**src/rtl/lif_pkg.sv**
```systemverilog
`default_nettype none
// ============================================================================
//  Module      : lif_pkg
//  Description : Shared constants and FSM encoding for the time-multiplexed
//                adaptive-threshold LIF scheduler.
//  Revision    : 1.0 - initial release
// ============================================================================
package lif_pkg;

    // Membrane retention: s' = I + ((s * RETAIN_MUL) >> RETAIN_SHIFT)
    localparam int RETAIN_MUL   = 14;
    localparam int RETAIN_SHIFT = 4;

    // Threshold decay kicks in once the quiet-cycle counter exceeds DECAY_START;
    // the decrement grows by one for every 2**DECAY_SHIFT quiet steps.
    localparam int DECAY_START  = 5;
    localparam int DECAY_SHIFT  = 3;

    typedef enum logic [1:0] {
        S_IDLE   = 2'd0,
        S_UPDATE = 2'd1,
        S_DONE   = 2'd2
    } lif_state_e;

endpackage : lif_pkg
`default_nettype wire

```
**src/rtl/spike_fifo.sv**
```systemverilog
`default_nettype none
// ============================================================================
//  Module      : spike_fifo
//  Description : Small synchronous FIFO with full/empty flags. A push into a
//                full FIFO is accepted when a pop happens in the same cycle.
//  Revision    : 1.0 - initial release
// ============================================================================
module spike_fifo #(
    parameter int WIDTH = 3,
    parameter int DEPTH = 4
) (
    input  logic             clk,
    input  logic             rst,
    input  logic             i_push,
    input  logic [WIDTH-1:0] i_data,
    input  logic             i_pop,
    output logic [WIDTH-1:0] o_data,
    output logic             o_full,
    output logic             o_empty
);

    localparam int PTR_W = $clog2(DEPTH);
    localparam int CNT_W = $clog2(DEPTH + 1);

    logic [WIDTH-1:0] r_mem [DEPTH];
    logic [PTR_W-1:0] r_wr;
    logic [PTR_W-1:0] r_rd;
    logic [CNT_W-1:0] r_cnt;

    logic             w_do_pop;
    logic             w_do_push;
    logic [PTR_W-1:0] w_wr_next;
    logic [PTR_W-1:0] w_rd_next;

    // Handshake qualification and pointer wrap
    always_comb begin
        w_do_pop  = i_pop && (r_cnt != '0);
        w_do_push = i_push && ((r_cnt != CNT_W'(DEPTH)) || w_do_pop);
        w_wr_next = (r_wr == PTR_W'(DEPTH - 1)) ? '0 : r_wr + 1'b1;
        w_rd_next = (r_rd == PTR_W'(DEPTH - 1)) ? '0 : r_rd + 1'b1;
    end

    // Storage, pointers and occupancy count
    always_ff @(posedge clk) begin
        if (rst) begin
            for (int k = 0; k < DEPTH; k++) begin
                r_mem[k] <= '0;
            end
            r_wr  <= '0;
            r_rd  <= '0;
            r_cnt <= '0;
        end else begin
            if (w_do_push) begin
                r_mem[r_wr] <= i_data;
                r_wr        <= w_wr_next;
            end
            if (w_do_pop) begin
                r_rd <= w_rd_next;
            end
            case ({w_do_push, w_do_pop})
                2'b10:   r_cnt <= r_cnt + 1'b1;
                2'b01:   r_cnt <= r_cnt - 1'b1;
                default: r_cnt <= r_cnt;
            endcase
        end
    end

    assign o_data  = r_mem[r_rd];
    assign o_full  = (r_cnt == CNT_W'(DEPTH));
    assign o_empty = (r_cnt == '0);

endmodule : spike_fifo
`default_nettype wire

```
**src/rtl/lif_scheduler.sv**
```systemverilog
`default_nettype none
// ============================================================================
//  Module      : lif_scheduler
//  Description : Sweeps one adaptive-threshold LIF datapath across
//                NUM_NEURONS virtual neurons per step pulse; spiking neuron
//                indices are queued in a FIFO drained over valid/ready.
//  Revision    : 1.0 - initial release
// ============================================================================
module lif_scheduler
    import lif_pkg::*;
#(
    parameter int NUM_NEURONS = 8,
    parameter int IDX_W       = 3,
    parameter int BASE_THR    = 50,
    parameter int ADAPT_INIT  = 250,
    parameter int ADAPT_CAP   = 170,
    parameter int FIFO_DEPTH  = 4
) (
    input  logic             clk,
    input  logic             reset,
    input  logic             step,
    input  logic             cur_we,
    input  logic [IDX_W-1:0] cur_addr,
    input  logic [7:0]       cur_data,
    output logic             busy,
    output logic             done,
    output logic             spk_valid,
    output logic [IDX_W-1:0] spk_id,
    input  logic             spk_ready
);

    // Per-neuron register banks
    logic [7:0] r_mem_s [NUM_NEURONS];
    logic [7:0] r_mem_a [NUM_NEURONS];
    logic [7:0] r_mem_c [NUM_NEURONS];
    logic [7:0] r_mem_i [NUM_NEURONS];

    lif_state_e       r_fsm;
    lif_state_e       w_fsm_next;
    logic [IDX_W-1:0] r_idx;
    logic [IDX_W-1:0] w_idx_next;

    // Datapath signals for the neuron under update
    logic [7:0]  w_s;
    logic [7:0]  w_a;
    logic [7:0]  w_c;
    logic [7:0]  w_i;
    logic        w_spike;
    logic [11:0] w_prod;
    logic [7:0]  w_retained;
    logic [7:0]  w_s_next;
    logic [7:0]  w_c_next;
    logic [7:0]  w_a_next;
    logic [7:0]  w_dec;

    // Control signals
    logic w_fifo_full;
    logic w_fifo_empty;
    logic w_pop;
    logic w_in_update;
    logic w_last;
    logic w_stall;
    logic w_wb;
    logic w_push;

    // Adaptive-threshold LIF update for the currently indexed neuron
    always_comb begin
        w_s        = r_mem_s[r_idx];
        w_a        = r_mem_a[r_idx];
        w_c        = r_mem_c[r_idx];
        w_i        = r_mem_i[r_idx];
        w_spike    = (w_s >= w_a);
        w_prod     = 12'(w_s) * 12'(RETAIN_MUL);
        w_retained = 8'(w_prod >> RETAIN_SHIFT);
        w_s_next   = w_i + w_retained;
        w_c_next   = w_spike ? 8'd0 : w_c + 8'd1;
        w_dec      = 8'd1 + (w_c >> DECAY_SHIFT);
        w_a_next   = w_a;
        if (w_spike && (w_a < 8'(ADAPT_CAP))) begin
            w_a_next = w_a + (w_i >> 2);
        end
        // Long silence decays the threshold toward the floor; this wins over
        // any spike-driven growth in the same step.
        if ((w_c > 8'(DECAY_START)) && (w_a > 8'(BASE_THR))) begin
            if ({1'b0, w_a} >= (9'(BASE_THR) + {1'b0, w_dec})) begin
                w_a_next = w_a - w_dec;
            end else begin
                w_a_next = 8'(BASE_THR);
            end
        end
    end

    // Writeback / FIFO push qualification, including the full-FIFO stall
    always_comb begin
        w_pop       = spk_valid && spk_ready;
        w_in_update = (r_fsm == S_UPDATE);
        w_last      = (r_idx == IDX_W'(NUM_NEURONS - 1));
        w_stall     = w_in_update && w_spike && w_fifo_full && !w_pop;
        w_wb        = w_in_update && !w_stall;
        w_push      = w_wb && w_spike;
    end

    // Next-state, index sequencing and status outputs
    always_comb begin
        w_fsm_next = r_fsm;
        w_idx_next = r_idx;
        busy       = 1'b0;
        done       = 1'b0;
        case (r_fsm)
            S_IDLE: begin
                if (step) begin
                    w_fsm_next = S_UPDATE;
                    w_idx_next = '0;
                end
            end
            S_UPDATE: begin
                busy = 1'b1;
                if (w_wb) begin
                    if (w_last) begin
                        w_fsm_next = S_DONE;
                    end else begin
                        w_idx_next = r_idx + 1'b1;
                    end
                end
            end
            S_DONE: begin
                done       = 1'b1;
                w_fsm_next = S_IDLE;
            end
            default: begin
                w_fsm_next = S_IDLE;
            end
        endcase
    end

    // FSM state and sweep index registers
    always_ff @(posedge clk) begin
        if (reset) begin
            r_fsm <= S_IDLE;
            r_idx <= '0;
        end else begin
            r_fsm <= w_fsm_next;
            r_idx <= w_idx_next;
        end
    end

    // Neuron banks: host current writes when idle, datapath writeback in sweep
    always_ff @(posedge clk) begin
        if (reset) begin
            for (int k = 0; k < NUM_NEURONS; k++) begin
                r_mem_s[k] <= '0;
                r_mem_a[k] <= 8'(ADAPT_INIT);
                r_mem_c[k] <= '0;
                r_mem_i[k] <= '0;
            end
        end else begin
            if (cur_we && !w_in_update) begin
                r_mem_i[cur_addr] <= cur_data;
            end
            if (w_wb) begin
                r_mem_s[r_idx] <= w_s_next;
                r_mem_a[r_idx] <= w_a_next;
                r_mem_c[r_idx] <= w_c_next;
            end
        end
    end

    spike_fifo #(
        .WIDTH (IDX_W),
        .DEPTH (FIFO_DEPTH)
    ) u_spike_fifo (
        .clk     (clk),
        .rst     (reset),
        .i_push  (w_push),
        .i_data  (r_idx),
        .i_pop   (w_pop),
        .o_data  (spk_id),
        .o_full  (w_fifo_full),
        .o_empty (w_fifo_empty)
    );

    assign spk_valid = !w_fifo_empty;

endmodule : lif_scheduler
`default_nettype wire
```
**config.mk**
```make
export PLATFORM = sky130hd
export DESIGN_NAME = lif_scheduler
export DESIGN_NICKNAME = d
export VERILOG_FILES = /design/src/rtl/lif_pkg.sv /design/src/rtl/spike_fifo.sv /design/src/rtl/lif_scheduler.sv
export SDC_FILE = /design/constraint.sdc
export NUM_CORES = 1
export LEC_CHECK = 0
export ABC_AREA = 1
export BUFFER_PORTS_ARGS = -buffer_cell sky130_fd_sc_hd__clkbuf_2
export CAP_MARGIN = 40
export CORE_MARGIN = 3
export CORE_UTILIZATION = 58
export CTS_CLUSTER_DIAMETER = 50
export DETAILED_ROUTE_END_ITERATION = 8
export MAX_ROUTING_LAYER = met4
export PLACE_DENSITY = 0.77
export SLEW_MARGIN = 20
export SYNTH_ARGS = -nofsm -noshare
export SYNTH_HDL_FRONTEND = slang
export SYNTH_SLANG_ARGS = --single-unit
```
**constraint.sdc**
```tcl
create_clock -name clk -period 4.8 [get_ports clk]
set_input_delay 1.2 -clock clk [delete_from_list [all_inputs] [get_ports clk]]
set_output_delay 1.2 -clock clk [all_outputs]
set_load 0.01 [all_outputs]
```
== After elaboration in Yosys (flattened, before gate mapping) ==
Memory sizes are Yosys's and may differ from the RTL's. A register that Yosys moved wholly into a read port is not among the register bits.
Index checks and enable logic that the tools add are counted.
Operators by class
  multiply operators: 1
  reduce and logical (&&, ||, !) cells: 28
  multiplexer cells: 53
  equality and inequality tests: 13
  order comparisons: 5
  add/subtract/negate cells: 11
Operators by type and width (count)
  $mux 8: 8
  $mux 3: 16
  $reduce_or 8->1: 4
  $mux 1: 18
  $mux 2: 8
  $pmux 3 s2: 2
  $logic_and 1x1->1: 11
  $mul 8x3->11 const B: 1
  $add 8x1->8 const B: 1
  $add 8x6->8: 1
  $add 8x8->8: 1
  $eq 2x2->1 const B: 4
  $ge 8x7->1: 1
  $ge 8x8->1: 1
  $gt 8x3->1 const B: 1
  $gt 8x6->1 const B: 1
  $lt 8x8->1 const B: 1
  $sub 8x6->8: 1
  $add 6x6->7 const A: 1
  $add 1x5->6 const A: 1
  $add 3x1->3 const B: 2
  $eq 3x3->1 const B: 2
  $add 2x1->2 const B: 2
  $eq 2x1->1 const B: 2
  14 further kinds: 20
Word-level totals
  memory bits (writable): 268
  bits of input ports: 16
  word-level logic and storage cells: 121
  register bits after elaboration: 12
  memories: 5
  output and inout bits: 6
Memory list
  r_mem_a: words 8, width 8, rd ports 1, clocked after memory_dff 1, write ports 8, RTL line lif_scheduler.sv:34  | logic [7:0] r_mem_a [NUM_NEURONS];
  r_mem_c: words 8, width 8, rd ports 1, clocked after memory_dff 1, write ports 8, RTL line lif_scheduler.sv:35  | logic [7:0] r_mem_c [NUM_NEURONS];
  r_mem_i: words 8, width 8, rd ports 1, clocked after memory_dff 1, write ports 8, RTL line lif_scheduler.sv:36  | logic [7:0] r_mem_i [NUM_NEURONS];
  r_mem_s: words 8, width 8, rd ports 1, clocked after memory_dff 1, write ports 8, RTL line lif_scheduler.sv:33  | logic [7:0] r_mem_s [NUM_NEURONS];
  u_spike_fifo.r_mem: words 4, width 3, rd ports 1, clocked after memory_dff 1, write ports 4, RTL line spike_fifo.sv:25  | logic [WIDTH-1:0] r_mem [DEPTH];

== Longest topological paths before layout ==
Gate-level depths: netlist of run 1.
  depth in word-level cells: 14
  gate-level depth with buffers: 27
  mapped depth without buffers: 26

== Modules after synthesis ==
Synthesis of run 1 repeated with hierarchy kept, for this count alone.
Second synthesis, totals
  cell total of the unflattened synthesis: 1664
  area, all modules: 15354.7 µm²
Modules (own cells, without submodules)
  lif_scheduler: seq. area each 7847.5 µm², area an instance 14269.9 µm², cells an instance 1559, instances 1
  spike_fifo: seq. area each 540.5 µm², area an instance 1084.8 µm², cells an instance 105, instances 1

== Worst setup path after synthesis of run 1 ==
OpenSTA, ideal clock, no wires.
  path type: reg-to-reg
  start: register (tool-made name)
  end: memory r_mem_s[0][5] (data pin)
  data arrival time: 4.575 ns
  library setup time: 0.272 ns
  required time: 4.528 ns
  cell stages (with the launch flop): 24
  path slack: -0.047 ns
  period minus slack after synthesis: 4.847 ns
  path buffers: 5
  path through: dfxtp_1 buf_4 buf_6 buf_6 clkbuf_1 buf_2 nor2_1 nor2_1 o21ai_0 a31oi_1 fa_1 ha_1 nand2_1 o21ai_0 xnor2_1 inv_1 ha_1 a21o_1 a31oi_1 inv_1 a21oi_1 o21ai_0 xnor2_1 nor2_1
RTL lines (RTL line)
  end, declared: lif_scheduler.sv:33

==> flow_results.org, run 1 <==
** Global routing
- Largest net degree at the start of global routing :: 50
- The number of global-route vias before repair was 11520.
- Antenna violations before repair :: 0
- GRT Resource Usage Total :: 0.2846
- For this run the aggregate overflow at the end of global routing stands at 0.
- The first global-routing pass estimated 61790 um of wire.

** Min path
- The worst hold path was traced through 2 stages.
- The path with the worst hold slack has its endpoint at u_spike_fifo.r_cnt[2]$_SDFFE_PP0P_.
- Type of the worst min-delay path :: reg -> reg
- Worst Hold Launch :: u_spike_fifo.r_cnt[2]$_SDFFE_PP0P_

** Place
- Placed standard-cell area :: 15900 sq um
- Routability-driven placement finished with a final weighted congestion of 0.9206.
- Detailed placement HPWL :: 26170 um
- In this run the tool buffered the top-level ports with 21 buffer cells.

** Clock tree
- Counting every sink on the clock net gives 285.
- Number of H-tree levels :: 1
- Clock buffer count from CTS :: 31
- Later-pin clock latency in the skew report :: 0.56 ns
- Buffers inserted to repair hold after CTS numbered 0.
- After clock tree synthesis, the clock-pin slew on the worst setup and hold paths is 0.06 ns.
- Clock tree buffer depth :: 3
- The tree is rooted in a clkbuf_16.
- TritonCTS clock tree :: built

** Power
- VDD sags by at most 514.5 uV.
- Dividing total power by cell area gives a power density of 512.8 nW/um^2.
- Leak pwr :: 7.203 nW

** Floorplanning
- Die outline area :: 28290 sq um
- For this configuration, the core starts out at a cell density of 0.5974.
- Die H :: 168.2 um
- Number of ports placed on the die boundary :: 22
- In this run the core area contains 58 standard-cell rows.
- Floorplan core area :: 25540 sq um
- Die Width :: 168.2 um

** Route
- In the detailed route, the total length drawn on met2 is 18330 um.
- The detailed router used layers up to and including met4.
- Wires add up to 38990 um.
- Routed wl met3 :: 4001 um
- DRT met1 WL :: 15650 um
- DRC marker count from the first detailed-route iteration :: 1630
- DRC violations left :: 0
- The count of nets left with antenna violations once routing finished came out at 0.
- The first detailed-routing pass ran for 5 iterations.
- Dividing the detail-routed wire length by the instance count gives 19.00 um.
- After detailed routing, the number of vias per cell comes to 5.852.
- Total vias in the final route :: 12010

** Timing
- Hold is met by 0.5173 ns.
- Timing would allow up to 0.2217 GHz.
- Pins over their slew limit :: 0
- Adding up every negative setup slack in the final design gives 0 ns.
- Shortest period the worst path allows :: 4.511 ns
- Period utilisation layout :: 0.9398
- Headroom to the max-slew limit came out at 0.5810.
- Number of endpoints failing setup at the final stage :: 0
- The clock arrives with 0.02126 ns of skew.
- At the pin with the least slew margin, the transition time is 0.6270 ns.
- The number of hold violations in the final report came to 0.

** Synth
- Part of the Yosys area used for sequential elements :: 0.5496
- Top cell type's share of synthesized area :: 0.5273
- Post-Synthesis Mean Instance Area :: 9.227 sq um
- Cells after synthesis :: 1654
- Count of unique library cells instantiated by Yosys :: 41
- Warnings, synthesis :: 0
- Synth area leader :: edfxtp_1
- The synthesized netlist occupies a cell area of 15260 sq um.
- Number of synthesized register bits :: 285
- By area the synthesized netlist is led by edfxtp_1, nor2_1, nand2_1.
- The number of nets in the synthesized netlist is 1736.

** Final layout
- Final instance area :: 16930 sq um
- At the end of the flow the core is filled with cells to 0.6628.
- After the last flow step, the layout net total stands at 1779.
- Share of post-route cells with drive strength above 1 :: 0.1167
- Area added between synthesis and finish :: 10.94%
- The repair_antennas step left the layout with diodes totalling 0.

** Critical path
- Critical path endpoint category :: flop
- For the worst flop-to-flop path, the logic depth is 21.
- Critical path launch point type :: flop
- Required arrival time at the worst endpoint :: 5.08 ns
- Worst reg2reg setup slack :: 0.29 ns
- The critical path is of the reg -> reg type.
- The worst register-to-register path ends at r_mem_s[6][7]$_SDFFCE_PN0P_.
- Arrival time worst endpoint :: 4.79 ns
- Of all nets on the critical path, the largest fanout is 18.

** Job
- Number of max-capacitance violations reported :: 0

** Run status
- Run status :: finished clean
placed cells by master, fill, tap and decap left out, types with 10 or more instances in the layout:
master	count
o22ai_1	26
fa_1	13
nand2_1	242
o21ai_0	102
xor2_1	15
nor2_1	400
a31oi_1	11
inv_1	158
dfxtp_1	15
a21oi_2	16
nand4_1	14
nand3_1	109
buf_4	50
nand2_2	13
clkbuf_2	21
clkbuf_16	31
o21ai_1	31
ha_1	53
a21oi_1	33
edfxtp_1	268
inv_2	10
worst max path at each step:
stage / from / end / slack, ns / cells after the start
3_3_place_gp: flop / r_mem_s[6][6]$_SDFFCE_PN0P_ / 0.28 / 20
4_1_cts: flop / r_mem_s[6][7]$_SDFFCE_PN0P_ / 0.08 / 19
5_1_grt: flop / r_mem_s[6][7]$_SDFFCE_PN0P_ / -0.005 / 21
6_report: flop / r_mem_s[6][7]$_SDFFCE_PN0P_ / 0.29 / 21
3_5_place_dp: flop / r_mem_s[0][7]$_SDFFCE_PN0P_ / 0.15 / 22
2_1_floorplan: flop / r_mem_s[0][5]$_SDFFCE_PN0P_ / 0.04 / 23
power breakdown:
part / internal [mW] / leakage (nW) / switching [mW]
combinational: 1.25 / 3.97 / 2.30
sequential: 2.84 / 2.76 / 0.0403
clock: 1.26 / 0.475 / 0.985
total: 5.35 / 7.20 / 3.33
cell families after synthesis:
kind of cell,share of synthesized area
adder cells (fa/ha/maj),0.06051
XOR/XNOR,0.01591
AO/OA/AOI/OAI,0.09002
buffers and inverters,0.06510
flip-flops,0.5496
AND/OR/NAND/NOR,0.2188
cell usage after synthesis:
cell,n
nor2_1,400
edfxtp_1,268
nand2_1,242
inv_1,159
nand3_1,109
o21ai_0,103
ha_1,53
a21oi_1,33
o21ai_1,30
clkbuf_1,28
o22ai_1,26
buf_2,25
dfxtp_1,17
a21oi_2,16
a31oi_1,15
xor2_1,15
nand4_1,14
fa_1,13
nand2_2,13
inv_2,12
xnor2_1,9
nand3_2,8
buf_4,5
buf_6,5
o21ai_2,5
buf_1,4
a21o_1,3
nand2_4,3
nand3_4,3
nand3b_1,3
o211ai_1,3
o211ai_2,2
o21bai_1,2
clkinv_1,1
inv_6,1
nand3b_4,1
o211a_1,1
o21a_1,1
or2_2,1
xnor2_2,1
xor2_2,1
sequential cells by signal, indices dropped and copies added (netlist names), named ones only:
| signal | cells |
|---|---|
| r_fsm | 2 |
| u_spike_fifo.r_rd | 2 |
| r_mem_i | 64 |
| r_mem_c | 64 |
| r_mem_s | 64 |
| u_spike_fifo.r_cnt | 3 |
| r_idx | 3 |
| u_spike_fifo.r_wr | 2 |
| u_spike_fifo.r_mem | 12 |
| r_mem_a | 64 |
repair_timing:
action / CTS / global route
setup buffers: 0 / 2
gates resized for setup: 0 / 14
endpoints found under the setup margin: 0 / 24
metrics by stage:
step / setup WS, ns / power [mW] / instances
after global routing: -0.005414 / 9.192 / 2052
after floorplan: 0.03733 / 5.157 / 1654
after global placement: 0.2780 / 6.306 / 1992
final: 0.2889 / 8.681 / 2052
after detailed placement: 0.1488 / 6.338 / 1992
after CTS: 0.07706 / 8.596 / 2050
layout make-up:
cell class	count	area, sq um
fillers	1950	8615
clock inverters	22	165.2
repair buffers	77	569.3
clock buffers	36	804.5
well taps	330	412.9
flip-flops and latches	285	8393
multi-input cells	1129	5922
inverters	173	663.1
per-layer routing:
| layer | global-route usage | up-vias |
|---|---|---|
| met5 | - | - |
| met4 | 0.07471 | 0 |
| met3 | 0.04320 | 85 |
| met2 | 0.4492 | 631 |
| met1 | 0.3920 | 5665 |
| li1 | - | 5627 |
critical path, stage by stage, from the launching register on:
cell and delay (ns):
dfxtp_2 0.48, inv_4 0.15, buf_4 0.24, nor2_1 0.11, o21ai_0 0.11, a31oi_1 0.27, buf_4 0.22, fa_1 0.41
ha_1 0.37, nand3_1 0.09, nand2_1 0.14, a21oi_1 0.08, o21ai_0 0.21, xor2_1 0.19, inv_1 0.06, ha_1 0.32
nand2_1 0.10, o21ai_0 0.09, a21oi_1 0.21, xnor2_2 0.13, buf_4 0.18, nor2_1 0.06
Power figures use the tool's default switching activity.
==> run 2: changes to the inputs <==
--- a/config.mk
+++ b/config.mk
@@ -9,11 +9,13 @@
 export BUFFER_PORTS_ARGS = -buffer_cell sky130_fd_sc_hd__clkbuf_2
 export CAP_MARGIN = 40
 export CORE_MARGIN = 3
-export CORE_UTILIZATION = 58
+export CORE_UTILIZATION = 59
+export CTS_BUF_LIST = sky130_fd_sc_hd__clkbuf_4
 export CTS_CLUSTER_DIAMETER = 50
 export DETAILED_ROUTE_END_ITERATION = 8
 export MAX_ROUTING_LAYER = met4
-export PLACE_DENSITY = 0.77
+export PLACE_DENSITY = 0.78
+export SKIP_CTS_REPAIR_TIMING = 1
 export SLEW_MARGIN = 20
 export SYNTH_ARGS = -nofsm -noshare
 export SYNTH_HDL_FRONTEND = slang
==> run 2 against run 1 <==
Die area down 1.6%; count of clock-buffer cells in the layout rose by 69; largest cell class unchanged; setup slack got worse by 0.10 ns.
==> flow_results.org, run 2 (synthesized netlist as in run 1, its figures left out) <==
** Final layout
- The number of nets in the layout is 1834 (was 1779).
- The final instance area is 16910 sq um (was 16930 sq um).
- Commonest non-fill, non-tap cell in the layout :: nor2_1 (unchanged)
- Share of post-route cells with drive strength above 1 :: 0.1545 (was 0.1167)
- Post-route core utilization :: 0.6675 (was 0.6628)
- The area used by sequential logic in the layout was 8393 sq um (unchanged).
- The total area of multi-input combinational cells is 5928 sq um (was 5922 sq um).
- Area added between synthesis and finish :: 10.78% (was 10.94%)
- FILL cells :: 1979 (was 1950)
- Commonest non-fill, non-tap cells in the layout: nor2_1, edfxtp_1, nand2_1 (unchanged).
- Final std cells w/o fill :: 2130 (was 2052)

** Clock tree
- Number of H-tree levels :: 3 (was 1)
- The CTS tree is built (unchanged).
- The cell at the root of the clock tree is clkbuf_4 (was clkbuf_16).
- Later-pin clock latency in the skew report :: 0.70 ns (was 0.56 ns)
- Clock transition at path regs :: 0.07 ns (was 0.06 ns)
- The CTS buffer count came to 76 (was 31).
- The clock sink count came to 285 (unchanged).
- Clock tree buffer depth :: 3 (unchanged)

** Critical path
- Worst reg2reg setup slack :: 0.19 ns (was 0.29 ns)
- Critical path endpoint category :: flop (unchanged)
- The critical path required time is 5.21 ns (was 5.08 ns).
- R2R cell count :: 22 (was 21)
- The data arrival time of the critical path was 5.02 ns (was 4.79 ns).
- Maximum net fanout on the critical path :: 22 (was 18)
- The nature of the critical path startpoint was a flop (unchanged).
- The start-to-end type of the worst setup path is reg -> reg (unchanged).
- Critical R2R Capture :: r_mem_s[3][7]$_SDFFCE_PN0P_ (was r_mem_s[6][7]$_SDFFCE_PN0P_)

** Power
- The leakage power was 7.299 nW (was 7.203 nW).
- The worst-case vdd ir drop came to 640.0 uV (was 514.5 uV).
- The total power consumption of the routed design came to 8.411 mW (was 8.681 mW).
- The areal power density over the cells is 497.5 nW/um^2 (was 512.8 nW/um^2).

** Timing
- The count of pins over their slew limit is 0 (unchanged).
- Maximum clock frequency :: 0.2169 GHz (was 0.2217 GHz)
- Actual slew at the worst max-slew pin :: 0.6871 ns (was 0.6270 ns)
- Number of hold violations in the final report :: 0 (unchanged)
- Smallest hold slack :: 0.4981 ns (was 0.5173 ns)
- The total of endpoints with negative setup slack in the final report came to 0 (unchanged).
- The relative max-transition margin came to 0.5371 (was 0.5810).
- The maximum clock skew at final layout is 0.06207 ns (was 0.02126 ns).
- Shortest period the worst path allows :: 4.611 ns (was 4.511 ns)
- Period utilisation layout :: 0.9606 (was 0.9398)

** Route
- The total wirelength of the detailed-routed design came to 39740 um (was 38990 um).
- The number of vias in the routed layout was 12270 (was 12010).
- The average vias per placed instance came to 5.760 (was 5.852).
- Number of nets with antenna violations after detailed routing :: 0 (unchanged)
- DRC violations left :: 0 (unchanged)
- The starting DRC count in detailed routing was 1594 (was 1630).
- The detailed-router iteration count before antenna repair is 6 (was 5).
- Routed wirelength normalized by instance count :: 18.66 um (was 19.00 um)

** Min path
- The depth of the worst hold-timing path is 2 (unchanged).
- The hold path endpoint is u_spike_fifo.r_cnt[2]$_SDFFE_PP0P_ (unchanged).
- The type of the worst min-delay path was reg -> reg (unchanged).
- The worst hold path startpoint is u_spike_fifo.r_cnt[2]$_SDFFE_PP0P_ (unchanged).

** Global routing
- GRT Resource Usage Total :: 0.2922 (was 0.2846)
- The total congestion overflow after global routing came to 0 (unchanged).
- Largest net degree at the start of global routing :: 41 (was 50)
- Antenna violations before repair :: 1 (was 0)
- The number of global-route vias before repair was 11940 (was 11520).
- The wire length of the first global-routing pass was 62310 um (was 61790 um).

** Job
- Number of max-capacitance violations reported :: 0 (unchanged)

** Floorplanning
- Number of ports placed on the die boundary :: 22 (unchanged)
- The full die area is 27830 sq um (was 28290 sq um).
- The row count was 58 (unchanged).
- The initial cell density of the core came to 0.6026 (was 0.5974).
- Floorplan core area :: 25330 sq um (was 25540 sq um)
- The y dimension of the die was 166.8 um (was 168.2 um).
- Die Width :: 166.8 um (was 168.2 um)

** Place
- The placer's final routability congestion estimate was 0.9112 (was 0.9206).
- The area of placed instances was 15950 sq um (was 15900 sq um).
- Cell count after placement :: 2002 (was 1992)
- Count of port buffers added during placement :: 21 (unchanged)
- Detailed placement HPWL :: 26980 um (was 26170 um)

** Run status
- Run status: finished clean (unchanged).
## run 2: changes by cell type in the layout (fill, tap and decap cells not counted), moves of 2 or more
cell       before  now
clkbuf_1        4    0
clkbuf_16      31    0
clkinv_2        8    2
inv_8           2    0
clkbuf_4        0  106
buf_4          50   62
buf_12          2    0
clkinv_1        5   12
inv_2          10   12
## run 2: worst max-delay path by stage
stage               start                          end  slack (ns)  cells after the start
finish               flop  r_mem_s[3][7]$_SDFFCE_PN0P_        0.19                     22
floorplan            flop  r_mem_s[0][5]$_SDFFCE_PN0P_        0.04                     23
CTS                  flop  r_mem_s[6][6]$_SDFFCE_PN0P_        0.03                     20
detailed placement   flop  r_mem_s[6][6]$_SDFFCE_PN0P_        0.07                     20
global placement     flop  r_mem_s[3][6]$_SDFFCE_PN0P_        0.22                     16
global route         flop  r_mem_s[3][7]$_SDFFCE_PN0P_       -0.05                     22
## run 2: power by group
| part | switching (mW) | internal, mW | total (mW) | leakage (nW) |
|---|---|---|---|---|
| clock network | 0.978 | 1.01 | 1.99 | 0.530 |
| logic | 2.28 | 1.26 | 3.54 | 4.01 |
| registers | 0.0404 | 2.84 | 2.88 | 2.76 |
## run 2: final cells by class
type,count,area share
Antenna cell,1,0.0001480
Clock buffer,105,0.04663
Multi-Input combinational cell,1129,0.3507
Clock inverter,20,0.005921
Timing Repair Buffer,87,0.03641
Tap cell,330,0.02442
Sequential cell,285,0.4964
Inverter,173,0.03937
## run 2: layer usage
metal  GRT usage  routed length (um)  share of wire
met5           -                   0              0
met1      0.3787               15470           0.39
met3     0.06978                4186           0.11
met2      0.4446               18810           0.47
met4      0.1252                1279          0.032
## run 2: worst max-delay path, cell delays in order, from the launching register on
cell and delay, ns:
dfxtp_2 0.42, inv_4 0.19, buf_6 0.22, o21ai_0 0.11, o22ai_1 0.13, nor2_1 0.06
a31oi_1 0.26, buf_4 0.23, fa_1 0.42, ha_1 0.36, nand3_1 0.09, nand2_1 0.12
a21oi_1 0.08, o21ai_0 0.25, xor2_1 0.18, inv_1 0.06, ha_1 0.32, nand2_1 0.10
o21ai_0 0.27, a21oi_2 0.08, xnor2_2 0.13, buf_4 0.18, nor2_1 0.05
## run 2: through the flow
| step | setup slack [ns] | setup TNS [ns] |
|---|---|---|
| after global placement | 0.2191 | 0 |
| final | 0.1891 | 0 |
| after CTS | 0.02688 | 0 |
| after global routing | -0.05104 | -0.1374 |
| after detailed placement | 0.07204 | 0 |
| after floorplan | 0.03733 | 0 |
==> run 3: changes to the inputs <==
--- a/config.mk
+++ b/config.mk
@@ -9,12 +9,13 @@
 export BUFFER_PORTS_ARGS = -buffer_cell sky130_fd_sc_hd__clkbuf_2
 export CAP_MARGIN = 40
 export CORE_MARGIN = 3
-export CORE_UTILIZATION = 59
-export CTS_BUF_LIST = sky130_fd_sc_hd__clkbuf_4
+export CORE_UTILIZATION = 58
+export CTS_BUF_LIST = sky130_fd_sc_hd__clkbuf_16
 export CTS_CLUSTER_DIAMETER = 50
 export DETAILED_ROUTE_END_ITERATION = 8
 export MAX_ROUTING_LAYER = met4
-export PLACE_DENSITY = 0.78
+export PLACE_DENSITY = 0.77
+export RECOVER_POWER = 100
 export SKIP_CTS_REPAIR_TIMING = 1
 export SLEW_MARGIN = 20
 export SYNTH_ARGS = -nofsm -noshare
==> run 3 against run 2 <==
Cell count is 3.7% lower; clock skew is 0.041 ns lower; via count is 2.4% lower; setup slack better by 0.11 ns; power is 3.1% higher.
==> flow_results.org, run 3 (synthesized netlist as in run 1, its figures left out) <==
** Timing
- Smallest hold slack :: 0.5176 ns (was 0.4981 ns)
- Number of hold violations in the final report :: 0 (unchanged)
- The aggregate negative setup slack is 0 ns (unchanged).
- The relative max-transition margin is 0.07090 (was 0.5371).
- The maximum clock skew at final layout came to 0.02157 ns (was 0.06207 ns).
- The total of endpoints with negative setup slack in the final report came to 0 (unchanged).
- The count of pins over their slew limit was 0 (unchanged).
- Maximum clock frequency :: 0.2221 GHz (was 0.2169 GHz)
- Actual slew at the worst max-slew pin :: 1.394 ns (was 0.6871 ns)
- Shortest period the worst path allows :: 4.502 ns (was 4.611 ns)
- The final critical-path share of the clock period was 0.9379 (was 0.9606).

** Global routing
- Largest net degree at the start of global routing :: 50 (was 41)
- Vias in the first global route :: 11520 (was 11940)
- The overall fraction of global-route tracks in use is 0.2846 (was 0.2922).
- The wire length of the first global-routing pass is 61790 um (was 62310 um).
- Antenna violations before repair :: 0 (was 1)
- Global route overflow :: 0 (unchanged)

** Critical path
- The delay of the slowest cell on the worst path is 0.48 ns (was 0.42 ns).
- Required arrival time at the worst endpoint :: 5.08 ns (was 5.21 ns)
- Critical path endpoint category :: flop (unchanged)
- Arrival time worst endpoint :: 4.78 ns (was 5.02 ns)
- Critical path's slowest cell :: dfxtp_2 (unchanged)
- Critical path launch point type :: flop (unchanged)
- Type of the setup path with the least slack :: reg -> reg (unchanged)
- Maximum net fanout on the critical path :: 18 (was 22)
- Critical-path cell list: inv_4, buf_4, nor2_1, o21ai_0, a31oi_1, buf_4, fa_1, ha_1, nand3_1, nand2_1, a21oi_1, o21ai_0, xor2_1, inv_1, ha_1, nand2_1, o21ai_0, a21oi_1, xnor2_2, buf_4, nor2_1 (was inv_4, buf_6, o21ai_0, o22ai_1, nor2_1, a31oi_1, buf_4, fa_1, ha_1, nand3_1, nand2_1, a21oi_1, o21ai_0, xor2_1, inv_1, ha_1, nand2_1, o21ai_0, a21oi_2, xnor2_2, buf_4, nor2_1).
- The register-to-register setup slack was 0.30 ns (was 0.19 ns).
- Cell type group with the largest total delay on the critical path :: adder cells (was compound AO/OA/AOI/OAI gates)
- R2R cell count :: 21 (was 22)
- The combined buffer and inverter count along the critical path came to 5 (unchanged).
- The endpoint of the worst register-to-register path is r_mem_s[6][7]$_SDFFCE_PN0P_ (was r_mem_s[3][7]$_SDFFCE_PN0P_).

** Route
- The starting DRC count in detailed routing came to 1566 (was 1594).
- Routed wirelength normalized by instance count :: 18.99 um (was 18.66 um)
- The total wirelength of the detailed-routed design is 38970 um (was 39740 um).
- Drt pass-1 iters :: 5 (was 6)
- The post-detailed-route DRC marker count came to 0 (unchanged).
- The average vias per placed instance came to 5.837 (was 5.760).
- The number of vias in the routed layout came to 11980 (was 12270).
- Number of nets with antenna violations after detailed routing :: 0 (unchanged)

** Clock tree
- Later-pin clock latency in the skew report :: 0.57 ns (was 0.70 ns)
- The CTS buffer count came to 31 (was 76).
- Clock tree buffer depth :: 3 (unchanged)
- TritonCTS clock tree :: built (unchanged)
- Clock transition at path regs :: 0.06 ns (was 0.07 ns)
- The cell at the root of the clock tree was clkbuf_16 (was clkbuf_4).
- The CTS H-tree depth is 1 (was 3).
- The clock sink count came to 285 (unchanged).

** Min path
- The depth of the worst hold-timing path was 2 (unchanged).
- The type of the worst min-delay path is reg -> reg (unchanged).
- The worst hold path startpoint is u_spike_fifo.r_cnt[2]$_SDFFE_PP0P_ (unchanged).
- The hold path endpoint is u_spike_fifo.r_cnt[2]$_SDFFE_PP0P_ (unchanged).

** Final layout
- The relative area change from synthesis to final layout is 10.68% (was 10.78%).
- Share of post-route cells with drive strength above 1 :: 0.1109 (was 0.1545)
- The number of nets in the layout came to 1779 (was 1834).
- The area used by sequential logic in the layout came to 8393 sq um (unchanged).
- Commonest non-fill, non-tap cells in the layout :: nor2_1, edfxtp_1, nand2_1 (unchanged)
- The number of filler cells placed in the layout came to 1958 (was 1979).
- The most common cell after layout, fill and taps aside is nor2_1 (unchanged).
- The final cell utilization of the core came to 0.6612 (was 0.6675).
- The antenna diode count came to 0 (was 1).
- The total area of multi-input combinational cells was 5922 sq um (was 5928 sq um).

** Power
- The design internal power came to 5.326 mW (was 5.108 mW).
- Total power of the final layout :: 8.669 mW (was 8.411 mW)
- Sequential power share :: 0.332 (was 0.343)
- Switching power as a share of total power :: 0.3856 (was 0.3927)
- The switching power was 3.343 mW (was 3.303 mW).
- Leak pwr :: 7.182 nW (was 7.299 nW)
- The areal power density over the cells is 513.2 nW/um^2 (was 497.5 nW/um^2).
- The power share of the clock group came to 0.258 (was 0.237).
- The worst-case vdd ir drop is 523.0 uV (was 640.0 uV).
- The fraction of power consumed by combinational cells came to 0.410 (was 0.421).

** Floorplanning
- The floorplan die width was 168.2 um (was 166.8 um).
- The row count is 58 (unchanged).
- The initial cell density of the core is 0.5974 (was 0.6026).
- Die H :: 168.2 um (was 166.8 um)
- Die outline area :: 28290 sq um (was 27830 sq um)
- The total I/O pin count came to 22 (unchanged).
- Floorplan core area :: 25540 sq um (was 25330 sq um)

** Place
- The HPWL reported at the end of detailed placement came to 26170 um (was 26980 um).
- The placer's final routability congestion estimate came to 0.9206 (was 0.9112).
- The count of buffers inserted at the top-level ports came to 21 (unchanged).

** Job
- Number of max-capacitance violations reported :: 0 (unchanged)

** Run status
- Run status :: finished clean (unchanged)
==> run 3: cell count changes in the layout (fill, tap and decap cells not counted), moves of 2 or more <==
cell / change
clkbuf_1: +9
clkbuf_4: -106
inv_1: +4
buf_12: +2
inv_8: +2
clkbuf_16: +31
clkbuf_2: -2
clkinv_1: -6
buf_4: -19
inv_2: -2
clkinv_2: +6
==> run 3: final cells by class <==
cell class	instances	share of cell area
clock buffer	31	0.04593
clock inverter	27	0.01089
inverter	173	0.03926
multi-input combinational	1129	0.3506
sequential	285	0.4969
tap	330	0.02444
timing repair buffer	77	0.03200
==> run 3: worst max path at each step <==
stage	start	endpoint	slack [ns]	cells after the start
global placement	flop	r_mem_s[6][6]$_SDFFCE_PN0P_	0.28	20
detailed placement	flop	r_mem_s[0][7]$_SDFFCE_PN0P_	0.15	22
CTS	flop	r_mem_s[6][7]$_SDFFCE_PN0P_	0.08	19
floorplan	flop	r_mem_s[0][5]$_SDFFCE_PN0P_	0.04	23
global route	flop	r_mem_s[6][7]$_SDFFCE_PN0P_	-0.006	21
finish	flop	r_mem_s[6][7]$_SDFFCE_PN0P_	0.30	21
==> run 3: worst reg2reg max path, cell delays in order, from the launching register on <==
cell     delay [ns]
dfxtp_2        0.48
inv_4          0.15
buf_4          0.24
nor2_1         0.11
o21ai_0        0.11
a31oi_1        0.26
buf_4          0.22
fa_1           0.42
ha_1           0.37
nand3_1        0.09
nand2_1        0.14
a21oi_1        0.08
o21ai_0        0.21
xor2_1         0.19
inv_1          0.06
ha_1           0.32
nand2_1        0.10
o21ai_0        0.09
a21oi_1        0.21
xnor2_2        0.13
buf_4          0.18
nor2_1         0.06
==> run 3: metal layers <==
metal,up-vias,track usage,share of wire
li1,5626,-,-
met1,5660,0.3920,0.40
met2,603,0.4492,0.47
met3,89,0.04320,0.097
met4,0,0.07471,0.026
met5,-,-,0
==> run 3: power by group through the flow <==
stage               clock (mW)  sequential [mW]  combinational, mW
floorplan                    0             2.92               2.24
detailed placement           0             2.93               3.41
CTS                       2.24             2.88               3.46
finish                    2.23             2.88               3.55
global route              2.35             2.89               3.93
global placement             0             2.93               3.38
==> run 3: metrics by stage <==
stage / setup slack [ns] / instance area [sq um] / cells
CTS: 0.07684 / 16850 / 2050
floorplan: 0.03733 / 15280 / 1654
finish: 0.2980 / 16890 / 2052
global route: -0.005756 / 16890 / 2052
detailed placement: 0.1488 / 15900 / 1992
global placement: 0.2780 / 15900 / 1992
